**config.mk**
```make
export PLATFORM = sky130hd
export DESIGN_NAME = timer_event_ctrl
export DESIGN_NICKNAME = d
export VERILOG_FILES = /design/src/rtl/timer_event_ctrl.sv
export SDC_FILE = /design/constraint.sdc
export NUM_CORES = 1
export LEC_CHECK = 0
export ABC_AREA = 1
export CORE_UTILIZATION = 35
export CTS_CLUSTER_SIZE = 30
export DETAILED_ROUTE_END_ITERATION = 6
export GPL_TIMING_DRIVEN = 0
export PLACE_DENSITY = 0.6
export SLEW_MARGIN = 20
export SYNTH_ARGS = -nofsm -noshare
export SYNTH_HDL_FRONTEND = slang
export SYNTH_SLANG_ARGS = --single-unit
```
**constraint.sdc**
```tcl
create_clock -name clk -period 5.35 [get_ports clk]
set_clock_uncertainty 0.05 [all_clocks]
set_input_delay 1.3375 -clock clk [delete_from_list [all_inputs] [get_ports clk]]
set_output_delay 1.3375 -clock clk [all_outputs]
set_load 0.01 [all_outputs]
```
**src/rtl/timer_event_ctrl.sv**
```systemverilog
`default_nettype none
// ============================================================================
//  Module      : timer_event_ctrl
//  Description : Event post-processor for the saturating up/down counter.
//                Timestamps timer events into a capture FIFO, keeps a
//                saturating event count, drives a level interrupt with an
//                acknowledge/hold-off handshake and, optionally, emits an
//                auto-reload pulse back to the counter.
//  Build macro : TIMER_EVT_AUTORELOAD_EN - builds the auto-reload path;
//                when undefined reload/reload_din are tied to zero.
//  Revision    : 1.0 - initial release
// ============================================================================
module timer_event_ctrl #(
  parameter int DEPTH  = 4,
  parameter int ECNT_W = 16
) (
  input  logic              clk,
  input  logic              reset,
  input  logic              timer_event,
  input  logic [31:0]       count,
  input  logic              irq_en,
  input  logic              irq_ack,
  input  logic              clear,
  input  logic              snap_ready,
  input  logic [31:0]       reload_val,
  output logic              irq,
  output logic              pending,
  output logic [ECNT_W-1:0] event_cnt,
  output logic              overflow,
  output logic              snap_valid,
  output logic [31:0]       snap_data,
  output logic              reload,
  output logic [31:0]       reload_din
);

  localparam int               c_AW       = (DEPTH > 1) ? $clog2(DEPTH) : 1;
  localparam logic [c_AW:0]    c_OCC_FULL = (c_AW + 1)'(DEPTH);

  typedef enum logic [1:0] {
    S_IDLE    = 2'd0,
    S_ASSERT  = 2'd1,
    S_HOLDOFF = 2'd2
  } state_t;

  state_t            r_state;
  logic              r_irq;
  logic              r_pending;
  logic [ECNT_W-1:0] r_event_cnt;
  logic              r_overflow;
  logic              r_snap_valid;
  logic [31:0]       r_mem [DEPTH];
  logic [c_AW-1:0]   r_wr_ptr;
  logic [c_AW-1:0]   r_rd_ptr;
  logic [c_AW:0]     r_occ;

  logic              w_ev;
  logic              w_full;
  logic              w_pop;
  logic              w_push_ok;
  logic              w_drop;
  logic [c_AW:0]     w_occ_nxt;

  // An event coinciding with clear is discarded everywhere.
  assign w_ev      = timer_event && !clear;
  assign w_full    = (r_occ == c_OCC_FULL);
  assign w_pop     = r_snap_valid && snap_ready && !clear;
  // A pop in the same cycle frees the slot, so a full FIFO still accepts.
  assign w_push_ok = w_ev && (!w_full || w_pop);
  assign w_drop    = w_ev && w_full && !w_pop;

  // Next FIFO occupancy; snap_valid is registered from it so it stays a flop.
  always_comb begin
    w_occ_nxt = r_occ;
    if (clear) begin
      w_occ_nxt = '0;
    end else if (w_push_ok && !w_pop) begin
      w_occ_nxt = r_occ + 1'b1;
    end else if (!w_push_ok && w_pop) begin
      w_occ_nxt = r_occ - 1'b1;
    end
  end

  // Capture FIFO storage, pointers, occupancy and sticky overflow.
  always_ff @(posedge clk) begin
    if (reset) begin
      r_wr_ptr     <= '0;
      r_rd_ptr     <= '0;
      r_occ        <= '0;
      r_snap_valid <= 1'b0;
      r_overflow   <= 1'b0;
      for (int i = 0; i < DEPTH; i++) begin
        r_mem[i] <= '0;
      end
    end else begin
      r_occ        <= w_occ_nxt;
      r_snap_valid <= (w_occ_nxt != '0);
      if (clear) begin
        r_wr_ptr   <= '0;
        r_rd_ptr   <= '0;
        r_overflow <= 1'b0;
      end else begin
        if (w_push_ok) begin
          r_mem[r_wr_ptr] <= count;
          r_wr_ptr        <= r_wr_ptr + 1'b1;
        end
        if (w_pop) begin
          r_rd_ptr <= r_rd_ptr + 1'b1;
        end
        if (w_drop) begin
          r_overflow <= 1'b1;
        end
      end
    end
  end

  // Saturating event counter; holds at all-ones rather than wrapping.
  always_ff @(posedge clk) begin
    if (reset || clear) begin
      r_event_cnt <= '0;
    end else if (w_ev && (r_event_cnt != '1)) begin
      r_event_cnt <= r_event_cnt + 1'b1;
    end
  end

  // Interrupt FSM with registered irq; clear only drops pending, not state.
  always_ff @(posedge clk) begin
    if (reset || !irq_en) begin
      r_state   <= S_IDLE;
      r_irq     <= 1'b0;
      r_pending <= 1'b0;
    end else begin
      case (r_state)
        S_IDLE: begin
          r_pending <= 1'b0;
          if (w_ev) begin
            r_state <= S_ASSERT;
            r_irq   <= 1'b1;
          end
        end
        S_ASSERT: begin
          if (w_ev) begin
            r_pending <= 1'b1;
          end else if (clear) begin
            r_pending <= 1'b0;
          end
          if (irq_ack) begin
            r_state <= S_HOLDOFF;
            r_irq   <= 1'b0;
          end
        end
        S_HOLDOFF: begin
          // A clear in this cycle wipes the pending request before it is used.
          r_pending <= 1'b0;
          if (!clear && (r_pending || w_ev)) begin
            r_state <= S_ASSERT;
            r_irq   <= 1'b1;
          end else begin
            r_state <= S_IDLE;
            r_irq   <= 1'b0;
          end
        end
        default: begin
          r_state   <= S_IDLE;
          r_irq     <= 1'b0;
          r_pending <= 1'b0;
        end
      endcase
    end
  end

`ifdef TIMER_EVT_AUTORELOAD_EN
  logic        r_reload;
  logic [31:0] r_reload_din;

  // One-cycle reload pulse per accepted event, value captured with it.
  always_ff @(posedge clk) begin
    if (reset) begin
      r_reload     <= 1'b0;
      r_reload_din <= '0;
    end else begin
      r_reload <= w_ev;
      if (w_ev) begin
        r_reload_din <= reload_val;
      end
    end
  end

  assign reload     = r_reload;
  assign reload_din = r_reload_din;
`else
  logic w_unused_reload;
  assign w_unused_reload = ^reload_val;
  assign reload          = 1'b0;
  assign reload_din      = '0;
`endif

  assign irq        = r_irq;
  assign pending    = r_pending;
  assign event_cnt  = r_event_cnt;
  assign overflow   = r_overflow;
  assign snap_valid = r_snap_valid;
  assign snap_data  = r_mem[r_rd_ptr];

endmodule
`default_nettype wire

```
# ---- Word level (Yosys, flattened, before mapping)
# Memories as Yosys holds them, arrays and structs flattened. A register that Yosys moved wholly into a read port is not among the register bits.
# Cells that the tools add are included.
dict set report word_totals {
  wordCells 72
  n_memories 1
  latchBits 0
  mem_bits_ro 0
  ramBits 128
  regBits 29
  output_inout_bits 85
  input_bits 71
}
# memory depth width rd rd_clocked_by_memory_dff write_ports line_no
set mem_list {}
lappend mem_list {r_mem 4 32 1 1 4 51} ;# logic [31:0] r_mem [DEPTH];
dict set report op_classes {
  n_eq_ne 6
  addsub 5
  shifts 0
  muxes 24
  multipliers 0
  magnitude_cmp 0
  div_mod_pow 0
  reduce_logical 26
  n_bitwise 1
}
# op count
set op_table {}
lappend op_table {{two-way mux 32 bit} 1}
lappend op_table {{OR reduction 32 bit} 1}
lappend op_table {{adder 16 x 1 -> 16 bit (second input constant)} 1}
lappend op_table {{!= test 16 bit (second input constant)} 1}
lappend op_table {{two-way mux 1 bit} 13}
lappend op_table {{logical AND 1 bit} 10}
lappend op_table {{two-way mux 2 bit} 5}
lappend op_table {{two-way mux 3 bit} 3}
lappend op_table {{one-hot mux 2 bit (3 select lines)} 1}
lappend op_table {{zero test 1 bit} 5}
lappend op_table {{adder 2 x 1 -> 2 bit (second input constant)} 2}
lappend op_table {{logical OR 1 bit} 4}
lappend op_table {{!= test 2 bit (second input constant)} 2}
lappend op_table {{OR reduction 2 bit} 2}
lappend op_table {{adder 3 x 1 -> 3 bit (second input constant)} 1}
lappend op_table {{equality test 3 bit (second input constant)} 1}
lappend op_table {{one-hot mux 1 bit (3 select lines)} 1}
lappend op_table {{nonzero test 3 bit} 1}
lappend op_table {{subtractor 3 x 1 -> 3 bit (second input constant)} 1}
lappend op_table {{equality test 2 x 1 -> 1 bit (second input constant)} 1}
lappend op_table {{equality test 2 bit (second input constant)} 1}
lappend op_table {{zero test 2 bit} 1}
lappend op_table {{AND reduction 2 bit} 1}
lappend op_table {{nonzero test 2 bit} 1}
lappend op_table {{inverter 1 bit} 1}

# ---- Depth between registers and ports, before layout
dict set report logic_depth {
  word_depth 10
  mapped_depth 10
  mapped_depth_nobuf 9
}

# ---- Worst setup path after synthesis
# Ideal clock, no wire load.
dict set report synth_timing {
  path_kind {input to register}
  from {in clear}
  to {mem r_mem[0][0], enable pin}
  path_buffers 0
  setup_time_ns 0.466
  path_slack_ns 0.850
  arrival_time_ns 3.985
  t_required_ns 4.834
  cell_stages 5
  cell_sequence {inv_2 nand3_1 inv_2 o21ai_2 o21ai_0}
}
# item line_no
set synth_rtl {}
lappend synth_rtl {{from (decl)} 23} ;# input logic clear,
lappend synth_rtl {{to (decl)} 51}

==> flow_summary.yaml <==
outcome:
  outcome: "completed"
critical_path:
  crit_arrival_ps: 2560
  start_kind: "flop"
  crit_type: "flop to output pin"
  crit_path_cell_trace: "buf_2 > clkinv_1 > clkbuf_1 > nor2_1 > o22ai_1 > clkdlybuf4s50_1"
  worstPathRequired_ps: 3960
  cp_max_fo: 10
  critPathMaxStageDelay_ps: 600
  end_kind: "output pin"
  crit_slowest_cell: "clkdlybuf4s50_1"
synth:
  synth_flop_cell: "edfxtp_1"
  yosysSeqAreaShare_pct: 61.1
  ys_warn_count: 0
  synth.distinct_cells: 31
  ys_ff_latch: 159
  netlist_area_sq_um: 7310
  synth_edf_count: 128
  netlist_instances: 768
  avgSynthCellArea_sq_um: 9.52
  async_reset_ff_share_pct: 0
layout:
  final_common_cell: "nor2_1"
  regArea_sq_um: 4460
  fin_util_pct: 46.0
  diodes: 0
  syn_to_final_growth_pct: 28.0
  stdcell_count: 1197
  fillers: 1942
  nNetsFinal: 989
  drive_gt1_share_pct: 11.9
  multiInputGateArea_sq_um: 2360
  layout_common_cells: "nor2_1 (192), edfxtp_1 (128), nand2_1 (101), clkdlybuf4s50_1 (90), o21ai_0 (74)"
die:
  core-area_sq_um: 20400
  ios: 156
  die_x_um: 147
  start_util_pct: 35.9
  dieArea_sq_um: 21500
  die_h_um: 147
  rows: 52
drt:
  dr_total_vias: 5489
  drtIter0Drc: 394
  ant_nets: 0
  dr.pass1.iters: 5
  via_per_inst: 4.59
  drc: 0
  wirelength_um: 17100
  wl_per_cell_um: 14.3
clock_network:
  cts.sink_count: 159
  htree_levels: 4
  clk-insertion-delay-late_ps: 420
  cts_setup_buffers: 0
  cts-root-buf: "clkbuf_16"
  clock_path_buffers: 2
  cts_buffers: 17
  clk_pin_slew_ps: 60
  tritoncts: "yes"
  hold_buffers: 0
  cts_resized: 0
global_route:
  grt_use_total_pct: 16.6
  grt_first_pass_wirelength_um: 27000
  grt_pass1_vias: 5098
  overflow: 0
  antenna_found_initial: 1
  grt_max_degree: 23
power_and_ir_drop:
  total_leakage_power_nw: 3.75
  p_per_area_nw_per_um2: 296
  ir_worst_vdd_v: 0.000222
placement:
  place_inst: 1165
  dp_slack_ps: 1650
  routabilityCongestion: 0.801
  hpwlAfterDp_um: 11400
  port_buffers: 90
timing:
  layout_setup_ws_ps: 1410
  drv_slew: 0
  hold_violations: 0
  min_period_ps: 3940
  post-route-period-util_pct: 73.7
  rsz0062_at_grt: "no"
  setup_violations: 0
  tightest_slew_ps: 689
  slew_headroom_pct: 53.9
  timing.fmax_ghz: 0.254
  finalSetupTns_ps: 0
  whs_ps: 423
flow_run:
  cap_violations: 0
worst_hold_path:
  hp-class: "flop to flop"
## logic make-up (layout without fill, tap and decap cells)
family                     Yosys count  after routing  share of synthesized area (%)
other                                1             33                         0.0513
adders and majority gates            4              4                          0.684
AOI/OAI and AO/OA                  131            131                           10.0
buffers and inverters              134            261                           8.83
and+or+nand+nor                    332            332                           18.5
DFF                                159            159                           61.1
xor gates and xnor gates             7              7                          0.838
## per-stage QoR
stage               instance area, sq um  power, mW
floorplan                           7430       1.55
global placement                    8670       1.66
detailed placement                  8810       1.67
CTS                                 9360       2.80
global route                        9360       2.87
finish                              9360       2.77
## area by class of cell
cell class | count | area share (%)
multi-input combinational | 507 | 25.2
tap | 270 | 3.61
sequential | 159 | 47.7
clock inverter | 12 | 1.19
buffer | 67 | 4.20
clock buffer | 20 | 4.67
timing repair buffer | 95 | 10.7
inverter | 67 | 2.70
## cells in the mapped netlist, types with 2 or more instances
cell type    n  area, sq um
nand4_1      5         31.3
nand2_1    102          383
ha_1         4         50.1
nand2_2     12         75.1
clkbuf_1    25         93.8
xor2_1       4         35.0
buf_1        2         7.51
o21ai_0     77          385
buf_4       34          255
dfxtp_1     31          621
inv_2        3         11.3
buf_2        5         25.0
a21oi_1     12         60.1
nor2_4       5         56.3
edfxtp_1   128         3840
a21oi_2      8         70.1
xnor2_1      3         26.3
nor2_2       2         12.5
nand3b_1     2         15.0
inv_1       62          233
nor2_1     192          721
nand3_1     10         50.1
o22ai_1     32          200
## layer usage
metal | wire (um) | global-route usage, %
met5 | 13 | 0
met4 | 178 | 5.52
met3 | 993 | 4.28
met2 | 8320 | 27.1
met1 | 7630 | 21.3
## worst paths after layout
| path | cells past startpoint | slack, ps | startpoint | endpoint |
|---|---|---|---|---|
| worst min register to register | 2 | 420 | event_cnt[3]$_SDFFE_PP0P_ | event_cnt[3]$_SDFFE_PP0P_ |
| worst min-delay path | 2 | 420 | event_cnt[3]$_SDFFE_PP0P_ | event_cnt[3]$_SDFFE_PP0P_ |
| worst max-delay path | 6 | 1410 | flop | snap_data[21] |
| worst max register to register | 8 | 3140 | r_occ[0]$_SDFF_PP0_ | r_mem[3][27]$_DFFE_PP_ |
## where the power goes
group / internal, mW / switching (mW) / leakage (nW)
Sequential: 1.39 / 0.0131 / 1.58
Clock: 0.642 / 0.491 / 0.262
Combinational: 0.111 / 0.131 / 1.90
## sequential cells by signal, summed over array words and instances (netlist names), named ones only
name        cells
event_cnt      16
irq             1
overflow        1
pending         1
r_mem         128
r_occ           3
r_rd_ptr        2
r_state         2
r_wr_ptr        2
snap_valid      1
## critical path, delay by kind of cell (launching register included)
family | cells | cell delay [ps]
flops | 1 | 310
compound gates | 1 | 290
buf+inv | 4 | 1460
simple gates | 1 | 90
Note: power is estimated with default switching activity, not from simulation.
